## src/rtl/vsync_gen.sv

```systemverilog
// vsync_gen: vertical timing stage downstream of the vertical line counter.
// Samples v_count on each line_end strobe, then on the following edge advances
// the vertical FSM and updates the registered vsync / v_blank levels, the
// v_clr / frame_start pulses and the sticky sync_err flag.
// Optional feature: define VSYNC_FRAME_COUNT_EN to build the 16-bit frame
// counter; otherwise frame_count is tied to 0.
module vsync_gen #(
    parameter int unsigned V_ACTIVE  = 480,
    parameter int unsigned V_FP      = 10,
    parameter int unsigned V_SYNC    = 2,
    parameter int unsigned V_BP      = 33,
    parameter logic        VSYNC_POL = 1'b0
) (
    input  logic        clk,
    input  logic        rst,
    input  logic        line_end,
    input  logic [9:0]  v_count,
    output logic        v_clr,
    output logic        vsync,
    output logic        v_blank,
    output logic        frame_start,
    output logic [15:0] frame_count,
    output logic        sync_err
);

    localparam int unsigned LINE_W = 10;
    localparam int unsigned CMP_W  = LINE_W + 1;
    localparam int unsigned TOTAL  = V_ACTIVE + V_FP + V_SYNC + V_BP;

    // One extra bit so a 1024-line frame still compares correctly.
    localparam logic [CMP_W-1:0] ACT_END = CMP_W'(V_ACTIVE);
    localparam logic [CMP_W-1:0] FP_END  = CMP_W'(V_ACTIVE + V_FP);
    localparam logic [CMP_W-1:0] SY_END  = CMP_W'(V_ACTIVE + V_FP + V_SYNC);
    localparam logic [CMP_W-1:0] TOT_CMP = CMP_W'(TOTAL);
    localparam logic [CMP_W-1:0] LAST    = CMP_W'(TOTAL - 1);

    typedef enum logic [1:0] {ACTIVE, FPORCH, SYNC, BPORCH} state_t;

    state_t              state;
    state_t              next_state;
    logic [LINE_W-1:0]   exp_line;
    logic                le_q;
    logic [LINE_W-1:0]   vc_q;
    logic [CMP_W-1:0]    cur;
    logic [CMP_W-1:0]    nxt;
    logic                mismatch;
    logic                wrap;

    // Capture the counter value at the end-of-line strobe.
    always_ff @(posedge clk or posedge rst) begin
        if (rst) begin
            le_q <= 1'b0;
            vc_q <= '0;
        end else begin
            le_q <= line_end;
            vc_q <= v_count;
        end
    end

    // Check sampled line, compute next line and decode the next state.
    always_comb begin
        cur        = {1'b0, vc_q};
        mismatch   = (vc_q != exp_line) || (cur >= TOT_CMP);
        wrap       = (cur >= LAST);
        nxt        = wrap ? '0 : cur + CMP_W'(1);
        next_state = state;
        if (le_q) begin
            if (nxt < ACT_END)     next_state = ACTIVE;
            else if (nxt < FP_END) next_state = FPORCH;
            else if (nxt < SY_END) next_state = SYNC;
            else                   next_state = BPORCH;
        end
    end

    // Vertical FSM with registered level and pulse outputs.
    always_ff @(posedge clk or posedge rst) begin
        if (rst) begin
            state       <= ACTIVE;
            exp_line    <= '0;
            vsync       <= ~VSYNC_POL;
            v_blank     <= 1'b0;
            v_clr       <= 1'b0;
            frame_start <= 1'b0;
            sync_err    <= 1'b0;
        end else begin
            state       <= next_state;
            vsync       <= (next_state == SYNC) ? VSYNC_POL : ~VSYNC_POL;
            v_blank     <= (next_state != ACTIVE);
            v_clr       <= le_q && wrap;
            frame_start <= le_q && wrap;
            if (le_q) begin
                exp_line <= nxt[LINE_W-1:0];
                if (mismatch) sync_err <= 1'b1;
            end
        end
    end

`ifdef VSYNC_FRAME_COUNT_EN
    // Count frame starts, wrapping modulo 2^16.
    always_ff @(posedge clk or posedge rst) begin
        if (rst)              frame_count <= '0;
        else if (le_q && wrap) frame_count <= frame_count + 16'd1;
    end
`else
    assign frame_count = 16'd0;
`endif

endmodule

```

## config.mk

```make
export PLATFORM = sky130hd
export DESIGN_NAME = vsync_gen
export DESIGN_NICKNAME = d
export VERILOG_FILES = /design/src/rtl/vsync_gen.sv
export SDC_FILE = /design/constraint.sdc
export NUM_CORES = 1
export LEC_CHECK = 0
export BUFFER_PORTS_ARGS = -buffer_cell sky130_fd_sc_hd__buf_2
export CAP_MARGIN = 20
export CORE_UTILIZATION = 50
export DETAILED_ROUTE_END_ITERATION = 10
export GPL_TIMING_DRIVEN = 0
export PLACE_DENSITY = 0.74
export SLEW_MARGIN = 10
export SYNTH_ARGS = -nofsm -noshare
export SYNTH_HDL_FRONTEND = slang
export SYNTH_SLANG_ARGS = --single-unit
export TNS_END_PERCENT = 20
```

## constraint.sdc

```tcl
create_clock -name clk -period 1.95 [get_ports clk]
set_input_delay 0.0975 -clock clk [delete_from_list [all_inputs] [get_ports clk]]
set_output_delay 0.0975 -clock clk [all_outputs]
set_load 0.02 [all_outputs]
```

==> results of run 1 <==
-- critical path: cells and delay by family, from the launching register on --
| family | cells | cell delay, ns |
|---|---|---|
| DFF | 1 | 0.38 |
| buffers and inverters | 2 | 0.28 |
| AOI/OAI and AO/OA | 4 | 0.67 |
| and+or+nand+nor | 1 | 0.07 |
| adders and majority gates | 1 | 0.34 |
-- metrics by stage --
| step | hold slack [ns] | power [W] | instance area (µm²) |
|---|---|---|---|
| floorplan | 0.129 | 0.000831 | 1680 |
| global route | 0.283 | 0.00122 | 2000 |
| global placement | 0.206 | 0.000875 | 1820 |
| detailed placement | 0.207 | 0.000882 | 1820 |
| CTS | 0.381 | 0.00115 | 1970 |
| finish | 0.272 | 0.00115 | 2000 |
-- logic make-up (layout without fill, tap and decap cells) --
| family | after synthesis | after routing | synth area share |
|---|---|---|---|
| other | 1 | 16 | 0.00231 |
| XOR/XNOR | 17 | 17 | 0.0917 |
| flip-flops | 27 | 27 | 0.417 |
| multiplexers | 1 | 1 | 0.00694 |
| buffers and inverters | 33 | 68 | 0.137 |
| AO/OA/AOI/OAI | 34 | 34 | 0.169 |
| adder cells (fa/ha/maj) | 4 | 4 | 0.0308 |
| AND/OR/NAND/NOR | 42 | 42 | 0.145 |
-- metal layers --
| layer | global-route usage | wire, µm | part of all wire | vias to the layer above |
|---|---|---|---|---|
| met5 | 0 | 0 | 0 | - |
| met4 | 0.0544 | 36 | 0.012 | 0 |
| met3 | 0.0459 | 151 | 0.049 | 4 |
| met2 | 0.331 | 1500 | 0.49 | 37 |
| met1 | 0.261 | 1390 | 0.45 | 571 |
| li1 | - | - | - | 611 |
-- worst paths after layout --
| kind | startpoint | to | slack [ns] |
|---|---|---|---|
| max | vc_q[0] | state[0] | 0.11 |
| min | rst | le_q | 0.27 |
| min reg2reg | sync_err | sync_err | 0.48 |
| min in group clk | v_count[4] | vc_q[4] | 0.39 |
| max reg2reg | vc_q[0] | state[0] | 0.11 |
| max in group asynchronous | rst | vc_q[1] | 1.26 |
-- state kept, by name, summed over array words and instances, names as in the netlist --
signal,count
exp_line,10
vc_q,10
state,2
frame_start,1
le_q,1
sync_err,1
v_blank,1
vsync,1
-- cell usage in the layout, fill, tap and decap left out, types with 2 or more instances in the layout --
master | netlist | layout
sky130_fd_sc_hd__buf_4 | 18 | 19
sky130_fd_sc_hd__a21oi_1 | 5 | 5
sky130_fd_sc_hd__dfrtp_1 | 26 | 26
sky130_fd_sc_hd__buf_2 | 4 | 21
sky130_fd_sc_hd__o21ai_0 | 3 | 3
sky130_fd_sc_hd__nand3_1 | 6 | 6
sky130_fd_sc_hd__clkbuf_4 | 1 | 4
sky130_fd_sc_hd__o22ai_1 | 3 | 3
sky130_fd_sc_hd__ha_1 | 4 | 4
sky130_fd_sc_hd__o21a_1 | 2 | 2
sky130_fd_sc_hd__nor3_1 | 4 | 4
sky130_fd_sc_hd__conb_1 | 1 | 16
sky130_fd_sc_hd__buf_6 | 3 | 3
sky130_fd_sc_hd__xor2_1 | 10 | 10
sky130_fd_sc_hd__dlygate4sd3_1 | 0 | 12
sky130_fd_sc_hd__nor2_1 | 11 | 11
sky130_fd_sc_hd__xnor2_1 | 7 | 7
sky130_fd_sc_hd__a21o_1 | 3 | 3
sky130_fd_sc_hd__inv_1 | 5 | 5
sky130_fd_sc_hd__o2bb2ai_1 | 6 | 6
sky130_fd_sc_hd__nand2_1 | 9 | 9
-- cell type report --
type / instances / area, µm² / area share
repair buffers: 31 / 240 / 0.120
clock inverters: 1 / 7.51 / 0.00375
plain buffers: 27 / 200 / 0.0999
well taps: 44 / 55.1 / 0.0275
clock buffers: 3 / 22.5 / 0.0112
multi-input cells: 114 / 779 / 0.389
flip-flops and latches: 27 / 677 / 0.338
inverters: 6 / 22.5 / 0.0112
-- repair_timing --
item,in CTS,in global routing
endpoints found under the hold margin,15,0
endpoints found under the setup margin,0,1
hold buffers,12,0
buffers inserted,0,1
-- power by group --
group	total, W	internal, W	switching (W)
registers	0.000625	0.000597	0.0000275
clock network	0.000249	0.0000786	0.000171
logic	0.000275	0.000128	0.000147
total	0.00115	0.000804	0.000345
==> impl_metrics.json, run 1 <==
{
  "worstRegToRegCells": 8,
  "drt-vias-per-instance": 4.83,
  "drt_first_iter_violations": 42,
  "clk_pin_slew_worst_paths_ns": 0.15,
  "timing.critical_path.to_type": "flop",
  "synth-seq-cells": 27,
  "track_usage": 0.199,
  "grt_remaining_overflow": 0,
  "report.final.setup_viol": 0,
  "warning_count_from_the_yosys_run": 0,
  "drtPass1Iterations": 4,
  "antenna_violating_nets_post_route": 0,
  "timing.max_cap.violations": 0,
  "layout_setup_ws_ns": 0.107,
  "hold_path_class": "primary input to asynchronous set/reset pin",
  "max_frequency_ghz": 0.543,
  "data_required_time_of_the_critical_path_ns": 2.17,
  "cell_count_after_synthesis": 159,
  "antennaDiodeCount": 0,
  "synth.top_cells.by_count": "sky130_fd_sc_hd__dfrtp_1, sky130_fd_sc_hd__buf_4, sky130_fd_sc_hd__nor2_1",
  "ys.flop_type": "sky130_fd_sc_hd__dfrtp_1",
  "dp.cells": 235,
  "clkSinkCount": 27,
  "ctsLongestPathBuffers": 2,
  "synth_most_common_cell": "sky130_fd_sc_hd__dfrtp_1",
  "routed_wl_um": 3070,
  "timing.final.crit_share": 0.945,
  "power.ir.vdd_worst_v": 0.000477,
  "crit_path_max_incr_delay_ns": 0.38,
  "clock_tree_root_driver_cell": "sky130_fd_sc_hd__clkbuf_4",
  "aggregate_negative_setup_slack_ns": 0,
  "worst_skew_pair.late_latency_ns": 0.33,
  "async_reset_ff_frac": 1.00,
  "wire_length_of_the_first_global_routing_pass_um": 5110,
  "timing_max_transition_violations_final": 0,
  "final_hold_viol_count": 0,
  "antenna_found_initial": 0,
  "dieHeight_um": 59.0,
  "final_gp_congestion": 0.909,
  "leakage_nw": 0.943,
  "yosysTopAreaCell": "sky130_fd_sc_hd__dfrtp_1",
  "die_area_um2": 3480,
  "setup_ws_pre_cts_ns": 0.112,
  "final_period_minus_worst_setup_slack_ns": 1.84,
  "initial_core_util": 0.527,
  "std_cell_rows": 20,
  "port_buffers": 17,
  "num-fill-cells": 262,
  "rsz_0062_raised_after_global_routing": "no",
  "grt_max_degree": 28,
  "path_cells": "buf_2 -> inv_1 -> ha_1 -> nand2b_1 -> a21o_1 -> a211oi_2 -> o21a_1 -> o22ai_1",
  "io_pins": 34,
  "cp_launch_type": "flop",
  "routed-via-count": 1223,
  "grt_pass1_vias": 1088,
  "timing_worst_setup_path_type": "flop to flop",
  "tritoncts": "done",
  "synth_sequential_area_ratio": 0.417,
  "final_cell_count_no_fill": 253,
  "wire_per_inst_um": 12.1,
  "tritoncts.num_buffers": 3,
  "finish.utilization": 0.651,
  "htreeDepth": 1,
  "yosysUniqueCellTypes": 48,
  "worst-path-max-fanout": 7,
  "ctsResizeCount": 0,
  "synth_top_cells_by_area": "sky130_fd_sc_hd__dfrtp_1, sky130_fd_sc_hd__buf_4, sky130_fd_sc_hd__xor2_1",
  "outcome": "finished clean",
  "area_growth_from_synthesis_to_final_layout_pct": 23.5,
  "die_w_um": 59.0,
  "clock_skew_ns": 0.00107,
  "yosysTopAreaCellShare": 0.401,
  "synth_edf_count": 0,
  "core_area_um2": 3080,
  "average_instance_area_after_synthesis_um2": 10.2,
  "dp.final_hpwl_um": 2240,
  "worst_path_max_delay_cell": "sky130_fd_sc_hd__dfrtp_1",
  "worstPathArrival_ns": 2.06,
  "final_net_count": 227,
  "p_per_area_nw_per_um2": 573,
  "drcViolationCount": 0,
  "drive_gt1_frac": 0.311,
  "post_synthesis_cell_area_um2": 1620
}
(Power assumes the default switching activity.)
==> run 2, diff against run 1 <==
--- a/config.mk
+++ b/config.mk
@@ -7,6 +7,7 @@
 export LEC_CHECK = 0
 export BUFFER_PORTS_ARGS = -buffer_cell sky130_fd_sc_hd__buf_2
 export CAP_MARGIN = 20
+export CORE_ASPECT_RATIO = 0.6
 export CORE_UTILIZATION = 50
 export DETAILED_ROUTE_END_ITERATION = 10
 export GPL_TIMING_DRIVEN = 0
==> impl_metrics.json, run 2 (synthesis results as in run 1) <==
{
  "path_cells": "buf_6 -> inv_1 -> ha_4 -> nand2b_1 -> a21o_1 -> a211oi_2 -> o21a_1 -> o22ai_1",
  "clkSinkCount": 27,
  "max_frequency_ghz": 0.539,
  "aggregate_negative_setup_slack_ns": 0,
  "wire_per_inst_um": 13.8,
  "hold_path_class": "primary input to asynchronous set/reset pin",
  "met2WireLength_um": 1670,
  "worst_skew_pair.late_latency_ns": 0.28,
  "top_layer_used": "met4",
  "worst-path-max-fanout": 7,
  "final_period_minus_worst_setup_slack_ns": 1.86,
  "final_net_count": 227,
  "cp_launch_type": "flop",
  "htreeDepth": 1,
  "ctsLongestPathBuffers": 2,
  "timing.max_cap.violations": 0,
  "num-fill-cells": 220,
  "setup_ws_pre_cts_ns": 0.0308,
  "std_cell_rows": 15,
  "dieHeight_um": 46.1,
  "port_buffers": 17,
  "drtPass1Iterations": 4,
  "die_w_um": 75.6,
  "antennaDiodeCount": 0,
  "relSlewSlack": 0.638,
  "dp.final_hpwl_um": 2490,
  "clock_tree_root_driver_cell": "sky130_fd_sc_hd__clkbuf_8",
  "worstPathArrival_ns": 2.01,
  "grt_remaining_overflow": 0,
  "report.final.setup_viol": 0,
  "final_gp_congestion": 0.891,
  "power.ir.vdd_worst_v": 0.000358,
  "commonest_cells_after_routing_fill_and_taps_aside": "sky130_fd_sc_hd__dfrtp_1, sky130_fd_sc_hd__buf_2, sky130_fd_sc_hd__buf_4, sky130_fd_sc_hd__conb_1, sky130_fd_sc_hd__dlygate4sd3_1",
  "grt_max_degree": 28,
  "timing_max_transition_violations_final": 0,
  "tritoncts.num_buffers": 3,
  "routed-wl-met3_um": 223,
  "tritoncts": "done",
  "worst_path_max_delay_cell": "sky130_fd_sc_hd__dfrtp_1",
  "antenna_found_initial": 0,
  "wire_length_of_the_first_global_routing_pass_um": 5600,
  "grt_pass1_vias": 1175,
  "largestRegisters": "exp_line: 10 flops, vc_q: 10 flops, state: 2 flops",
  "data_required_time_of_the_critical_path_ns": 2.10,
  "drt-vias-per-instance": 5.08,
  "final-seq-area_um2": 678,
  "die_area_um2": 3490,
  "initial_core_util": 0.544,
  "clock_skew_ns": 0.00337,
  "finish.utilization": 0.684,
  "core_area_um2": 2980,
  "clk_pin_slew_worst_paths_ns": 0.10,
  "timing_worst_setup_path_type": "flop to flop",
  "layout_setup_ws_ns": 0.0943,
  "layout_commonest_cell": "sky130_fd_sc_hd__dfrtp_1",
  "outcome": "finished clean",
  "timing.final.crit_share": 0.952,
  "drive_gt1_frac": 0.321,
  "io_pins": 34,
  "multi_input_combinational_cell_area_um2": 792,
  "track_usage": 0.228,
  "antenna_violating_nets_post_route": 0,
  "rsz_0062_raised_after_global_routing": "no",
  "leakage_nw": 0.952,
  "timing_worst_slew_pin_value_ns": 0.543,
  "drcViolationCount": 0,
  "crit_path_max_incr_delay_ns": 0.41,
  "final_hold_viol_count": 0,
  "p_per_area_nw_per_um2": 609,
  "detail_route.wirelength.met1_um": 1540,
  "timing.critical_path.to_type": "flop",
  "routed-via-count": 1274,
  "area_growth_from_synthesis_to_final_layout_pct": 25.8,
  "routed_wl_um": 3460,
  "drt_first_iter_violations": 140
}
## run 2: critical path: cells and delay by family, from the launching register on
family | cells | cell delay (ns)
AOI/OAI and AO/OA | 4 | 0.73
adders and majority gates | 1 | 0.29
buffers and inverters | 2 | 0.23
DFF | 1 | 0.41
and+or+nand+nor | 1 | 0.06
## run 2: per-stage QoR
step                cell area (µm²)  hold slack (ns)  power [W]  cells
floorplan                      1680            0.129   0.000831    174
global placement               1820            0.205   0.000875    233
detailed placement             1820            0.207   0.000887    233
CTS                            1980           0.0870    0.00123    248
global route                   2040            0.393    0.00130    251
finish                         2040            0.362    0.00124    251
## run 2: repair_timing
item | CTS | global route
gates resized for setup | 0 | 5
hold endpoints to repair | 11 | 10
setup endpoints to repair | 0 | 3
hold buffers | 11 | 1
setup buffers | 0 | 1
## run 2: cell type report
type                    instances  area share
plain buffers                  27       0.101
clock buffers                   3      0.0202
clock inverters                 1     0.00368
inverters                       6      0.0110
multi-input cells             114       0.388
flip-flops and latches         27       0.332
well taps                      42      0.0258
repair buffers                 31       0.118
## run 2: report_power, final
| group | switching [W] | total (W) | leakage (nW) | internal [W] |
|---|---|---|---|---|
| sequential | 0.0000295 | 0.000627 | 0.326 | 0.000597 |
| combinational | 0.000153 | 0.000284 | 0.605 | 0.000131 |
| clock | 0.000187 | 0.000332 | 0.0217 | 0.000145 |
## run 2: final timing paths
| kind | slack, ns | end | from | cells past startpoint |
|---|---|---|---|---|
| setup reg to reg | 0.09 | state[0] | vc_q[0] | 8 |
| setup / recovery | 0.09 | state[0] | vc_q[0] | 8 |
| hold reg to reg | 0.46 | vsync | state[1] | 1 |
| min in group clk | 0.45 | vc_q[2] | v_count[2] | 2 |
| hold / removal | 0.36 | vc_q[9] | rst | 3 |
| max in group asynchronous | 1.07 | vsync | rst | 4 |
## run 2: metal layers
layer / GRT usage / up-vias
li1: - / 607
met1: 0.304 / 612
met2: 0.377 / 50
met3: 0.0591 / 5
met4: 0.0556 / 0
met5: 0 / -
